`config.mk`:
```
export PLATFORM = sky130hd
export DESIGN_NAME = serial_beacon_echo
export DESIGN_NICKNAME = d
export VERILOG_FILES = /design/src/rtl/serial_pkg.sv /design/src/rtl/sync_fifo.sv /design/src/rtl/serial_beacon_echo.sv
export SDC_FILE = /design/constraint.sdc
export NUM_CORES = 1
export LEC_CHECK = 0
export ABC_AREA = 0
export CORE_UTILIZATION = 50
export DETAILED_ROUTE_END_ITERATION = 7
export PLACE_DENSITY = 0.68
export SYNTH_ARGS = -nofsm -noshare
export SYNTH_HDL_FRONTEND = slang
export SYNTH_SLANG_ARGS = --single-unit
```
`constraint.sdc`:
```
create_clock -name clk_48mhz -period 2.9 [get_ports clk_48mhz]
set_input_delay 0.58 -clock clk_48mhz [delete_from_list [all_inputs] [get_ports clk_48mhz]]
set_output_delay 0.58 -clock clk_48mhz [all_outputs]
set_load 0.05 [all_outputs]
```
`src/rtl/serial_pkg.sv`:
```
// Shared types and constants for the beacon/echo byte source.
package serial_pkg;

    typedef enum logic [1:0] {
        ST_IDLE = 2'd0,
        ST_MSG  = 2'd1,
        ST_WAIT = 2'd2,
        ST_ECHO = 2'd3
    } state_t;

    localparam logic [1:0] MODE_IDLE   = 2'b00;
    localparam logic [1:0] MODE_BEACON = 2'b01;
    localparam logic [1:0] MODE_ECHO   = 2'b10;
    localparam logic [1:0] MODE_BOTH   = 2'b11;

    localparam int MODE_BIT_BEACON = 0;
    localparam int MODE_BIT_ECHO   = 1;

    localparam logic [7:0] ASCII_LC_A        = 8'h61;
    localparam logic [7:0] ASCII_LC_Z        = 8'h7A;
    localparam logic [7:0] ASCII_CASE_OFFSET = 8'h20;

    // Lower-case letters map to upper case, every other byte passes through.
    function automatic logic [7:0] to_upper(input logic [7:0] b);
        if (b >= ASCII_LC_A && b <= ASCII_LC_Z) begin
            return b - ASCII_CASE_OFFSET;
        end
        return b;
    endfunction

endpackage

```
`src/rtl/sync_fifo.sv`:
```
// Single-clock FIFO with first-word-fall-through head and wrap-bit pointers.
module sync_fifo #(
    parameter int WIDTH = 8,
    parameter int DEPTH = 8
) (
    input  logic             clk,
    input  logic             rst,
    input  logic             push,
    input  logic [WIDTH-1:0] push_data,
    input  logic             pop,
    output logic [WIDTH-1:0] head,
    output logic             full,
    output logic             empty
);

    localparam int AW = $clog2(DEPTH);

    logic [AW:0]      wr_ptr;
    logic [AW:0]      rd_ptr;
    logic [WIDTH-1:0] mem [DEPTH];

    assign empty = (wr_ptr == rd_ptr);
    assign full  = (wr_ptr[AW] != rd_ptr[AW]) && (wr_ptr[AW-1:0] == rd_ptr[AW-1:0]);
    assign head  = mem[rd_ptr[AW-1:0]];

    // Pointer update; extra MSB distinguishes full from empty.
    always_ff @(posedge clk or posedge rst) begin
        if (rst) begin
            wr_ptr <= '0;
            rd_ptr <= '0;
        end else begin
            if (push && !full) begin
                wr_ptr <= wr_ptr + 1'b1;
            end
            if (pop && !empty) begin
                rd_ptr <= rd_ptr + 1'b1;
            end
        end
    end

    // Storage array, no reset needed since empty gates every read.
    always_ff @(posedge clk) begin
        if (push && !full) begin
            mem[wr_ptr[AW-1:0]] <= push_data;
        end
    end

endmodule

```
`src/rtl/serial_beacon_echo.sv`:
```
// Byte source/sink for the usb_uart pipelines: periodic fixed beacon message
// plus buffered echo of bytes received from the host.
//
//  state | meaning
//  IDLE  | output empty, choose beacon (priority) or echo
//  MSG   | presenting beacon byte idx, message is atomic
//  WAIT  | inter-message gap counting, echo bytes may go out
//  ECHO  | presenting a copy of the FIFO head, popped on accept
module serial_beacon_echo
    import serial_pkg::*;
#(
    parameter int                   MSG_LEN     = 4,
    parameter logic [8*MSG_LEN-1:0] MSG         = "OK\r\n",
    parameter int                   DELAY_WIDTH = 20,
    parameter int                   FIFO_DEPTH  = 8,
    parameter int                   ECHO_UPPER  = 0
) (
    input  logic       clk_48mhz,
    input  logic       reset,
    input  logic [1:0] mode,
    output logic [7:0] uart_in_data,
    output logic       uart_in_valid,
    input  logic       uart_in_ready,
    input  logic [7:0] uart_out_data,
    input  logic       uart_out_valid,
    output logic       uart_out_ready,
    output logic       msg_done,
    output logic       busy
);

    localparam int IDX_W = (MSG_LEN > 1) ? $clog2(MSG_LEN) : 1;
    localparam logic [IDX_W-1:0] LAST_IDX = IDX_W'(MSG_LEN - 1);

    state_t                 state;
    logic [IDX_W-1:0]       idx;
    logic [DELAY_WIDTH-1:0] delay_cnt;

    logic       accept;
    logic       wrap;
    logic       push;
    logic       pop;
    logic [7:0] fifo_head;
    logic       fifo_full;
    logic       fifo_empty;
    logic [7:0] echo_byte;

    // First byte of the message sits in the top byte of MSG.
    function automatic logic [7:0] msg_byte(input logic [IDX_W-1:0] i);
        logic [8*MSG_LEN-1:0] shifted;
        shifted = MSG << (8 * i);
        return shifted[8*MSG_LEN-1 -: 8];
    endfunction

    assign accept    = uart_in_valid && uart_in_ready;
    assign wrap      = (delay_cnt == '1);
    assign echo_byte = (ECHO_UPPER != 0) ? to_upper(fifo_head) : fifo_head;

    // With echo off the host is never stalled and bytes are dropped.
    assign uart_out_ready = reset ? 1'b0 : (mode[MODE_BIT_ECHO] ? !fifo_full : 1'b1);
    assign push           = uart_out_valid && uart_out_ready && mode[MODE_BIT_ECHO];

    // The echo byte stays in the FIFO until the transmit side takes it, so the
    // FIFO depth bounds everything in flight; any valid byte in WAIT is echo.
    assign pop = accept && (state == ST_ECHO || state == ST_WAIT);

    sync_fifo #(
        .WIDTH (8),
        .DEPTH (FIFO_DEPTH)
    ) u_fifo (
        .clk       (clk_48mhz),
        .rst       (reset),
        .push      (push),
        .push_data (uart_out_data),
        .pop       (pop),
        .head      (fifo_head),
        .full      (fifo_full),
        .empty     (fifo_empty)
    );

    // Sequencer: beacon message, gap timer, echo slot and registered outputs.
    always_ff @(posedge clk_48mhz or posedge reset) begin
        if (reset) begin
            state         <= ST_IDLE;
            idx           <= '0;
            delay_cnt     <= '0;
            uart_in_data  <= '0;
            uart_in_valid <= 1'b0;
            msg_done      <= 1'b0;
            busy          <= 1'b0;
        end else begin
            msg_done <= 1'b0;
            busy     <= (state == ST_MSG) || !fifo_empty;
            case (state)
                ST_IDLE: begin
                    if (mode[MODE_BIT_BEACON]) begin
                        state         <= ST_MSG;
                        idx           <= '0;
                        uart_in_data  <= msg_byte('0);
                        uart_in_valid <= 1'b1;
                    end else if (!fifo_empty) begin
                        state         <= ST_ECHO;
                        uart_in_data  <= echo_byte;
                        uart_in_valid <= 1'b1;
                    end
                end
                ST_MSG: begin
                    if (accept) begin
                        if (idx == LAST_IDX) begin
                            msg_done      <= 1'b1;
                            delay_cnt     <= '0;
                            uart_in_valid <= 1'b0;
                            state         <= ST_WAIT;
                        end else begin
                            idx          <= idx + 1'b1;
                            uart_in_data <= msg_byte(idx + 1'b1);
                        end
                    end
                end
                ST_WAIT: begin
                    delay_cnt <= delay_cnt + 1'b1;
                    // On wrap the next message starts right away so the output
                    // is quiet for exactly 2**DELAY_WIDTH cycles.
                    if (wrap) begin
                        if (uart_in_valid && !accept) begin
                            state <= ST_ECHO;
                        end else if (mode[MODE_BIT_BEACON]) begin
                            state         <= ST_MSG;
                            idx           <= '0;
                            uart_in_data  <= msg_byte('0);
                            uart_in_valid <= 1'b1;
                        end else begin
                            state         <= ST_IDLE;
                            uart_in_valid <= 1'b0;
                        end
                    end else if (uart_in_valid) begin
                        if (accept) begin
                            uart_in_valid <= 1'b0;
                        end
                    end else if (!fifo_empty) begin
                        uart_in_data  <= echo_byte;
                        uart_in_valid <= 1'b1;
                    end
                end
                ST_ECHO: begin
                    if (accept) begin
                        uart_in_valid <= 1'b0;
                        state         <= ST_IDLE;
                    end
                end
                default: state <= ST_IDLE;
            endcase
        end
    end

endmodule
```
# [Yosys cells after proc, flatten, opt, wreduce, memory -nomap -nowiden]
# Memory sizes are Yosys's and may differ from the RTL's.
# Index checks and enable logic that the tools add are counted.
[word_totals] ramBits=64 mem_count=1 latch_bits=0 rom_bits=0 reg_bits=43 elab_cells=100 in_bits=14
[mem_list] name="u_fifo.mem" words=8 width=8 rd=1 rd_clocked_by_memory_dff=0 wr=1 line_no="sync_fifo.sv:20" source="logic [WIDTH-1:0] mem [DEPTH];"
[op_classes] shifts=1 n_reduce_logical=21 n_mul=0 bitwise_logic=0 addsub=4 div=0 muxes=46 n_eq_ne=18 magnitude_cmp=0
[ops] operator="$mux 8" n=8
[ops] operator="$mux 20" n=2
[ops] operator="$pmux 20 s2" n=1
[ops] operator="$shl 31x5->32 const A" n=1
[ops] operator="$mux 2" n=12
[ops] operator="$pmux 8 s3" n=1
[ops] operator="$add 20x1->20 const B" n=1
[ops] operator="$eq 20x20->1 const B" n=1
[ops] operator="$mux 1" n=19
[ops] operator="$reduce_and 5->1" n=3
[ops] operator="$ne 3x3->1 const B" n=4
[ops] operator="$ne 2x2->1 const B" n=5
[ops] operator="$add 4x1->4 const B" n=2
[ops] operator="$logic_and 1x1->1" n=8
[ops] operator="$pmux 2 s4" n=1
[ops] operator="$eq 2x2->1 const B" n=3
[ops] operator="$pmux 2 s3" n=1
[ops] operator="$reduce_and 6->1" n=1
[ops] operator="$eq 4x4->1" n=1
[ops] operator="$pmux 1 s4" n=1
[ops] operator="$eq 3x3->1" n=1
[ops] operator="$logic_not 1->1" n=3
[ops] operator="$reduce_and 3->1" n=1
[ops] operator="$reduce_bool 3->1" n=1
[ops] operator="7 further kinds" n=8

# [Depth between registers and ports, before layout]
[logic_depth] word_depth=10 ltp_mapped=9 depth_no_buf=8

# [Modules after synthesis]
# From an unflattened synthesis, not the netlist that was laid out.
[hier_totals] cells_unflattened=367 area_unflattened_um2=5121.2
[by_module_without_submodules] mod="sync_fifo" cells_per_inst=150 area_each_um2=3057.9 n_inst=1
[by_module_without_submodules] mod="serial_beacon_echo" cells_per_inst=217 area_each_um2=2063.2 n_inst=1

# [Worst setup path after synthesis]
# Ideal clock, no wire load.
[synth_path] kind="register -> register" start="reg u_fifo.rd_ptr[1]" end="mem u_fifo.mem[4][0] (enable)" required_ns=2.515 t_arrival_ns=2.213 slack_ns=0.302 setup_time_ns=0.385 path_stages_with_launch=8 cell_sequence="dfrtp_1 clkbuf_1 xnor2_1 nand2_1 nor3b_1 nor3_1 nand2b_1 nor3b_1"
[synth_via] elab_chain_cells=10
[synth_lines] item="start: declaration" line_no="sync_fifo.sv:19" source="logic [AW:0] rd_ptr;"
[synth_lines] item="start signal: assignment" line_no="sync_fifo.sv:36" source="rd_ptr <= rd_ptr + 1'b1;"
[synth_lines] item="$eq 3x3->1 (*)" line_no="sync_fifo.sv:23" source="assign full = (wr_ptr[AW] != rd_ptr[AW]) && (wr_ptr[AW-1:0] == rd_ptr[AW-1:0]);"
[synth_lines] item="$logic_and 1x1->1 (*)" line_no="sync_fifo.sv:23"
[synth_lines] item="$logic_not 1->1 (*)" line_no="sync_fifo.sv:43, serial_beacon_echo.sv:59"
[synth_lines] item="$mux 1 (2 in a row)" line_no="serial_beacon_echo.sv:59" source="assign uart_out_ready = reset ? 1'b0 : (mode[MODE_BIT_ECHO] ? !fifo_full : 1'b1);"
[synth_lines] item="$logic_and 1x1->1 (2 in a row)" line_no="serial_beacon_echo.sv:60" source="assign push = uart_out_valid && uart_out_ready && mode[MODE_BIT_ECHO];"
[synth_lines] item="$logic_and 1x1->1 (*)" line_no="sync_fifo.sv:43" source="if (push && !full) begin"
[synth_lines] item="$mux 1 (*)" line_no="sync_fifo.sv:43"
[synth_lines] item="$mux 1 (not written as such) (*)" line_no="sync_fifo.sv:44" source="mem[wr_ptr[AW-1:0]] <= push_data;"
[synth_lines] item="end: declaration" line_no="sync_fifo.sv:20"
# Every way passes the cells marked *; elsewhere a longest branch is shown, timed or not.

# [Worst setup path in the final report]
[layout_path] start="reg u_fifo.wr_ptr[1]" end="out uart_out_ready"
[layout_via] elab_chain_cells=5
[layout_lines] item="start: declaration" line_no="sync_fifo.sv:18" source="logic [AW:0] wr_ptr;"
[layout_lines] item="start signal: assignment" line_no="sync_fifo.sv:33" source="wr_ptr <= wr_ptr + 1'b1;"
[layout_lines] item="$eq 3x3->1" line_no="sync_fifo.sv:23"
[layout_lines] item="$logic_and 1x1->1" line_no="sync_fifo.sv:23"
[layout_lines] item="$logic_not 1->1" line_no="serial_beacon_echo.sv:59"
[layout_lines] item="$mux 1 (2 in a row)" line_no="serial_beacon_echo.sv:59"
[layout_lines] item="end: declaration" line_no="serial_beacon_echo.sv:26" source="output logic uart_out_ready,"
# No other way between the ends.

==> results.md <==
- Num rows: 36
- Crit path launch type: register
- ANT nets after route: 0
- Required time worst endpoint: 2.32 ns
- Largest net degree at the start of global routing: 44
- Worst-Margin Slew: 0.749 ns
- # hold bufs at CTS: 0
- Vias in the first global route: 3182
- Min Tclk post-route: 2.34 ns
- Metal3 WL: 364 µm
- Met1 wire length: 4310 µm
- Global-route wire length before repair: 16000 µm
- Post-CTS Setup Bufs: 0
- Post-DP Area: 5540 µm²
- Vias: 3197
- FFs w/ async S/R, synth: 40.2%
- Top cells by instance count after synthesis: 64 x edfxtp_1, 43 x dfrtp_1, 34 x nor2_1
- Core area: 9820 µm²
- Num CTS Buffers: 9
- RSZ-0062 raised after global routing: no
- Die X: 103 µm
- Buf+Inv Stages, Crit Path: 1
- Post-route cell area: 5730 µm²
- Final Setup Violations: 0
- Slew headroom: 49.9%
- Setup CP Type: register to output port
- Pre-antenna DRT Iters: 4
- Hold Violations, Final: 0
- Status: completed
- EDFF count, synth: 64
- H-tree levels: 3
- Filler cells: 842
- DP HPWL: 6780 µm
- Top-count cell post-synth: edfxtp_1
- Syn_area_per_cell: 12.8 µm²
- Area growth from synthesis to layout: 13.1%
- Starting DRT DRC Count: 126
- Reg area: 3000 µm²
- Drt via density: 5.61
- CTS Sinks: 107
- N_diodes: 0
- Post-synth top flop: edfxtp_1
- Mapped cell area: 5070 µm²
- Initial antenna violation count: 0
- Nature of the critical path endpoint: output port
- Skew final: 0.0124 ns
- PwrDens: 930 nW/µm²
- Clk pin slew, worst setup/hold paths: 0.10 ns
- Slowest CP cell: dfrtp_1
- Number of max-cap violations: 0
- Bufs on Longest Clock Path: 2
- Register area share after synthesis: 59.2%
- Gr ovfl total: 0
- Critical Path Fanout Max: 11
- Residual DRC: 0
- Skew-Pair Late Insertion Delay: 0.36 ns
- Setup TNS Final: 0 ns
- Post-synth top area cell: edfxtp_1
- Synth cell types: 50
- Worst hold path type: register to register
- IO buf count: 25
- CTS resizes: 0
- Crit path max-delay family: flip-flops
- DRT Wirelength: 9860 µm
- Boundary Pins: 26
- WL per Instance: 17.3 µm
- Uppermost layer routed: met4
- Ordered cell list for the critical path: xnor2_1 -> nand2_1 -> nor3b_1 -> a21oi_1 -> buf_4
- Area occupied by multi-input gates: 1950 µm²
- Synth top area cells: edfxtp_1 38%, dfrtp_1 21%, mux4_2 3.6%, mux2i_1 3.4%, ha_1 2.7%
- Initial Util: 51.6%
- Worst IR Drop VDD: 494 µV
- CP peak stage delay: 0.51 ns
- Nets: 457
- Total GRT Usage: 20.5%
- Layout cells sized above 1: 14.2%
- Fin crit share: 80.7%
- Seq cells post-synth: 107
- Clock tree root buffer cell: clkbuf_8
- Synth Net Count: 421
- CTS tree: built
- Metal2 WL: 5070 µm
- Die H: 103 µm
- Die Area: 10500 µm²
- Routability cong.: 0.883
- Final Max Slew Viols: 0
- Yosys Warn Count: 0
- Post-Syn Instances: 396
- Static Leakage: 2.09 nW
- Max frequency: 427 MHz
- CP Data Arrival Time: 1.76 ns
- Post-synth top area share: 37.9%
[sequential cells by signal, summed over array words and instances (netlist names)]
name and flops:
u_fifo.rd_ptr 4, uart_in_data 8, u_fifo.wr_ptr 4, delay_cnt 20
uart_in_valid 1, state 2, idx 2, u_fifo.mem 64
msg_done 1, busy 1
[per-layer routing]
metal / vias up / track usage [%]
met4: 0 / 5.71
met5: - / 0
li1: 1534 / -
met3: 12 / 4.68
met2: 63 / 35.2
met1: 1588 / 26.0
[cell type report]
class	count	area share, %
clock buffers	10	2.23
clock inverters	6	1.14
inverters	16	1.05
multi-input cells	257	34.0
flip-flops and latches	107	52.3
well taps	133	2.90
repair buffers	41	6.42
[cell usage in the layout, fill, tap and decap left out, types with 3 or more instances in the layout]
cell,instances
mux2i_1,17
a2bb2oi_1,5
ha_1,11
nor3b_1,7
dfrtp_1,43
mux2_2,12
nand2b_1,11
o221ai_1,4
o21ai_0,13
edfxtp_1,64
inv_1,14
o2111ai_1,5
nand2_1,31
xnor2_1,13
mux4_2,8
a22o_1,3
or3_1,4
clkbuf_8,9
clkdlybuf4s50_1,24
nand3_1,7
nor3_1,8
nand4_1,7
nor2b_1,3
a22oi_1,5
buf_4,17
nor2_1,34
xor2_1,12
o311ai_0,4
a21oi_1,8
[report_power, final]
group          total, mW  internal, mW  leakage [nW]  switching, mW
combinational       2.33          1.01         0.890           1.32
sequential          2.13          1.87          1.10          0.260
clock              0.876         0.339        0.0977          0.538
[through the flow]
step | hold slack [ns] | setup WS, ns | instances | utilization (%) | power, mW
after floorplan | 0.465 | 0.302 | 396 | - | 3.84
after global placement | 0.487 | 0.336 | 554 | 56.4 | 4.41
after detailed placement | 0.492 | 0.335 | 554 | 56.4 | 4.49
after CTS | 0.507 | 0.531 | 570 | 58.4 | 5.36
after global routing | 0.522 | 0.402 | 570 | 58.4 | 5.69
final | 0.509 | 0.559 | 570 | 58.4 | 5.33
[logic make-up (layout without fill, tap and decap cells)]
| family | after synthesis | after routing | synth area share (%) |
|---|---|---|---|
| AO/OA/AOI/OAI | 60 | 60 | 9.01 |
| XOR/XNOR | 25 | 25 | 4.32 |
| adder cells (fa/ha/maj) | 11 | 11 | 2.72 |
| buffers and inverters | 32 | 73 | 2.42 |
| flip-flops | 107 | 107 | 59.2 |
| multiplexers | 37 | 37 | 9.58 |
| AND/OR/NAND/NOR | 124 | 124 | 12.8 |
[worst paths after layout]
check                                 start                to  slack [ns]  depth (start not counted)
setup / recovery           u_fifo.wr_ptr[1]    uart_out_ready        0.56                          5
hold / removal             u_fifo.wr_ptr[3]  u_fifo.wr_ptr[3]        0.51                          1
setup reg to reg               delay_cnt[2]   uart_in_data[7]        0.59                          6
hold reg to reg            u_fifo.wr_ptr[3]  u_fifo.wr_ptr[3]        0.51                          1
max in group asynchronous             reset   uart_in_data[4]        1.79                          3
min in group asynchronous             reset   uart_in_data[2]        0.72                          3
Note: power is estimated with default switching activity, not from simulation.
==> variant 1, RTL diff (same flow settings) <==
`FIFO_DEPTH`: 8 -> 16.
--- a/src/rtl/serial_beacon_echo.sv
+++ b/src/rtl/serial_beacon_echo.sv
@@ -13,5 +13,5 @@
     parameter logic [8*MSG_LEN-1:0] MSG         = "OK\r\n",
     parameter int                   DELAY_WIDTH = 20,
-    parameter int                   FIFO_DEPTH  = 8,
+    parameter int                   FIFO_DEPTH  = 16,
     parameter int                   ECHO_UPPER  = 0
 ) (
Function: changed (Yosys sat finds a counterexample within 10 cycles, from zero or initial values and one cycle with reset high).
==> variant 1 against the original RTL <==
Global-route usage grew 0.17 points; first-iteration DRC count grew to 2.8 times the old value; clock skew shrank 0.61 ps; total power shrank 0.74%; sequential share of layout area grew 4.6 points; core utilization shrank 0.73 points; synthesized area grew 53%; clock power grew 140%; sequential cell count grew 66; cell area grew 52%; count of clock-buffer cells in the layout grew 9; routed wire length grew 54%; setup slack lost 290 ps; critical endpoint unchanged; largest power group is now sequential cells.
==> variant 1: results <==
group,metric,value,unit
status,status,"finished clean",
grt,grt_pass1_vias,4401,
logic_synthesis,synth_common_cells,"edfxtp_1, dfrtp_1, nor2_1",
grt,track_usage,0.206,
critical_path,cp.arrival,2060,ps
routing,first_pass_iters,5,
logic_synthesis,synth_edf_count,128,
grt,grt_pass1_wl,24.6,mm
timing,hold_ws,521,ps
final_layout,fin_util,0.576,
placed_design,placed_area,0.00820,sq mm
final_layout,finalNetCount,556,
logic_synthesis,synthCells,495,
final_layout,largest_register_ffs,128,
final_layout,multi_input_cells,283,
timing,skew,11.8,ps
final_layout,layout.nonclk_buf_frac,0.0424,
cts,htree_num_levels,4,
cts,clk_latency,430,ps
placed_design,pre_cts_ws,285,ps
logic_synthesis,async_flop_share,0.260,
final_layout,clkbuf_count,19,
hold_path,hp-start,"delay_cnt[1]$_DFFE_PP0P_",
pwr,p_leak,0.00309,uW
final_layout,clkCellAreaFrac,0.0603,
logic_synthesis,seq_area_frac_synth,0.641,
logic_synthesis,synth_cell_types,55,
cts,clock-sinks,173,
pwr,peakVddDrop,0.000520,V
final_layout,sh_seq_area,0.569,
placed_design,dp_hpwl,9.94,mm
placed_design,placedCellCount,697,
routing,wire_per_inst,20.8,microns
logic_synthesis,synth_nets,523,
placed_design,gp_congestion,0.866,
critical_path,critPathLaunch,"u_fifo.wr_ptr[2]$_DFFE_PP0P_",
final_layout,nNonClkBuffers,38,
logic_synthesis,synthTopCellsByArea,"edfxtp_1, dfrtp_1, mux4_2",
grt,grt_start_max_net_pins,38,
cts,cts_buffers,17,
die,fp.dieW,127,microns
-- variant 1: cell types whose count changed in the layout (fill, tap and decap cells not counted), moves of 7 or more --
cell       change
and3_1        +19
nand2b_1       -8
nor3b_1        -7
o211ai_1       +8
mux4_1        +15
edfxtp_1      +64
clkbuf_16     +17
mux4_2        +11
nand2_1       -11
clkbuf_8       -9
-- variant 1: cell families after synthesis --
family                     Yosys count  share of synthesized area
DFF                                173                      0.641
and+or+nand+nor                    122                     0.0819
AOI/OAI and AO/OA                   60                     0.0561
muxes                               58                      0.138
buffers and inverters               39                     0.0281
xor gates and xnor gates            29                     0.0327
adders and majority gates           14                     0.0226
-- variant 1: metal layers --
metal / up-vias / track usage / part of all wire
met4: 0 / 0.0666 / 0.014
met2: 111 / 0.337 / 0.50
li1: 1993 / - / -
met3: 19 / 0.0396 / 0.036
met1: 2279 / 0.281 / 0.45
met5: - / 0 / 0
-- variant 1: worst max-delay path: stages (launching register included) --
cell     delay [ps]
dfrtp_1         490
xnor2_1         270
and4_1          470
a31oi_1         210
buf_12          190
-- variant 1: power groups by stage --
| stage | sequential (uW) | clock [uW] | combinational [uW] |
|---|---|---|---|
| after floorplan | 2820 | 0 | 273 |
| after global placement | 2870 | 0 | 377 |
| after detailed placement | 2870 | 0 | 390 |
| after CTS | 2820 | 2110 | 393 |
| after global routing | 2830 | 2210 | 435 |
| final | 2820 | 2080 | 393 |
-- variant 1: final timing paths --
kind	cells after the start	endpoint
min in group asynchronous	2	u_fifo.rd_ptr[4]$_DFFE_PP0P_
setup reg to reg	5	u_fifo.mem[9][0]$_DFFE_PP_
hold / removal	2	delay_cnt[1]$_DFFE_PP0P_
hold reg to reg	2	delay_cnt[1]$_DFFE_PP0P_
setup / recovery	4	uart_out_ready
max in group asynchronous	3	delay_cnt[15]$_DFFE_PP0P_
==> variant 2, RTL diff (config.mk and constraints unchanged) <==
Without the edit above. Re-encode `state_t` (4 states) as one-hot, 4 bits wide.
--- a/src/rtl/serial_pkg.sv
+++ b/src/rtl/serial_pkg.sv
@@ -2,9 +2,9 @@
 package serial_pkg;
 
-    typedef enum logic [1:0] {
-        ST_IDLE = 2'd0,
-        ST_MSG  = 2'd1,
-        ST_WAIT = 2'd2,
-        ST_ECHO = 2'd3
+    typedef enum logic [3:0] {
+        ST_IDLE = 4'b0001,
+        ST_MSG  = 4'b0010,
+        ST_WAIT = 4'b0100,
+        ST_ECHO = 4'b1000
     } state_t;
 
Formal check against the unedited RTL: no difference found for any inputs over 4 cycles, from zero or initial values and one cycle with reset high; so few cycles prove little.
==> variant 2 against the original RTL <==
Critical path depth fell by 1; cell area rose by 0.94%; total power is 19% lower; sequential cell count is 2 higher; setup slack got worse by 150 ps; clock power down 1%; synthesized area increased by 0.84%; fmax is 5.9% lower; routed wire length up 2.9%.
==> variant 2: results <==
group,metric,value,unit
status,status,"finished clean",
pwr,peakVddDrop,0.000396,V
logic_synthesis,synth_common_cells,"edfxtp_1, dfrtp_1, nor2_1",
final_layout,layout.nonclk_buf_frac,0.0705,
routing,m1WireLength,4.30,mm
critical_path,reg2reg_slack,490,ps
timing,tightest_slew,604,ps
routing,vias,3268,
timing,final.period_utilization,0.858,
logic_synthesis,seq_area_frac_synth,0.597,
timing,skew,11.7,ps
cts,cts-root-buf,"clkbuf_8",
final_layout,n_fill_cell,817,
logic_synthesis,synth_cell_types,55,
cts,clk_latency,380,ps
placed_design,placedCellCount,551,
grt,grt_use_met1,0.267,
final_layout,drive_gt1_frac,0.150,
placed_design,dp_hpwl,7.01,mm
final_layout,multi_input_area_share,0.333,
critical_path,r2r-end,"delay_cnt[17]$_DFFE_PP0P_",
final_layout,seqCellArea,0.00305,sq mm
critical_path,rr_worst_depth,5,
routing,wl_met3,622,microns
hold_path,hold_depth,1,
critical_path,cp_max_fo,9,
routing,wire_per_inst,17.9,microns
cts,cts_buffers,9,
routing,route.met2.wl,4.98,mm
final_layout,multi_input_cells,253,
placed_design,gp_congestion,0.906,
logic_synthesis,synth_seq_cells,109,
final_layout,clkbuf_count,10,
logic_synthesis,synthTopCellsByArea,"edfxtp_1, dfrtp_1, mux4_2",
hold_path,hp-start,"uart_in_data[7]$_DFFE_PP0P_",
critical_path,critPathLaunch,"u_fifo.rd_ptr[1]$_DFFE_PP0P_",
routing,drtIter0Drc,186,
grt,track_usage,0.214,
grt,grt_pass1_wl,16.5,mm
grt,grtUsageMet2,0.347,
final_layout,finalNetCount,450,
placed_design,pre_cts_ws,109,ps
timing,hold_ws,503,ps
logic_synthesis,postSynthAreaPerCell,13.0,sq um
final_layout,nNonClkBuffers,43,
critical_path,cp.arrival,1910,ps
logic_synthesis,synth_nets,415,
logic_synthesis,async_flop_share,0.413,
final_layout,inverters,13,
final_layout,clkCellAreaFrac,0.0318,
grt,grt_start_max_net_pins,24,
critical_path,crit_path_max_incr_delay,720,ps
hold_path,min_to,"uart_in_data[7]$_DFFE_PP0P_",
routing,via_per_inst,5.76,
logic_synthesis,synth_edf_count,64,
pwr,p_leak,0.00207,uW
grt,grtUsageMet3,0.0658,
critical_path,r2r_start,"state[2]$_DFFE_PP0P_",
cts,clockBufferDepth,2,
variant 2: changes by cell type in the layout (fill, tap and decap cells not counted), sizes merged, moves of 6 or more:
cell   before  now
nand3       7   15
nor3b       7    0
mux2i      17    7
xor2       12    6
mux4        8   16
variant 2: cell families (layout without fill, tap and decap cells):
kind of cell,Yosys count,in the layout,synth area share
xor gates and xnor gates,24,24,0.0411
buffers and inverters,32,72,0.0257
adders and majority gates,7,7,0.0171
DFF,109,109,0.597
AOI/OAI and AO/OA,55,55,0.0762
and+or+nand+nor,137,137,0.143
muxes,30,30,0.0997
variant 2: report_power, final:
group          switching [uW]  internal [uW]  total [uW]
combinational             793            643        1440
sequential                220           1810        2030
clock                     536            330         866
variant 2: through the flow:
stage	cell area (sq um)	total power (uW)	utilization
after CTS	5790	4360	0.589
final	5790	4330	0.589
after global placement	5600	3480	0.570
after global routing	5790	4570	0.589
after floorplan	5110	3100	-
after detailed placement	5600	3510	0.570
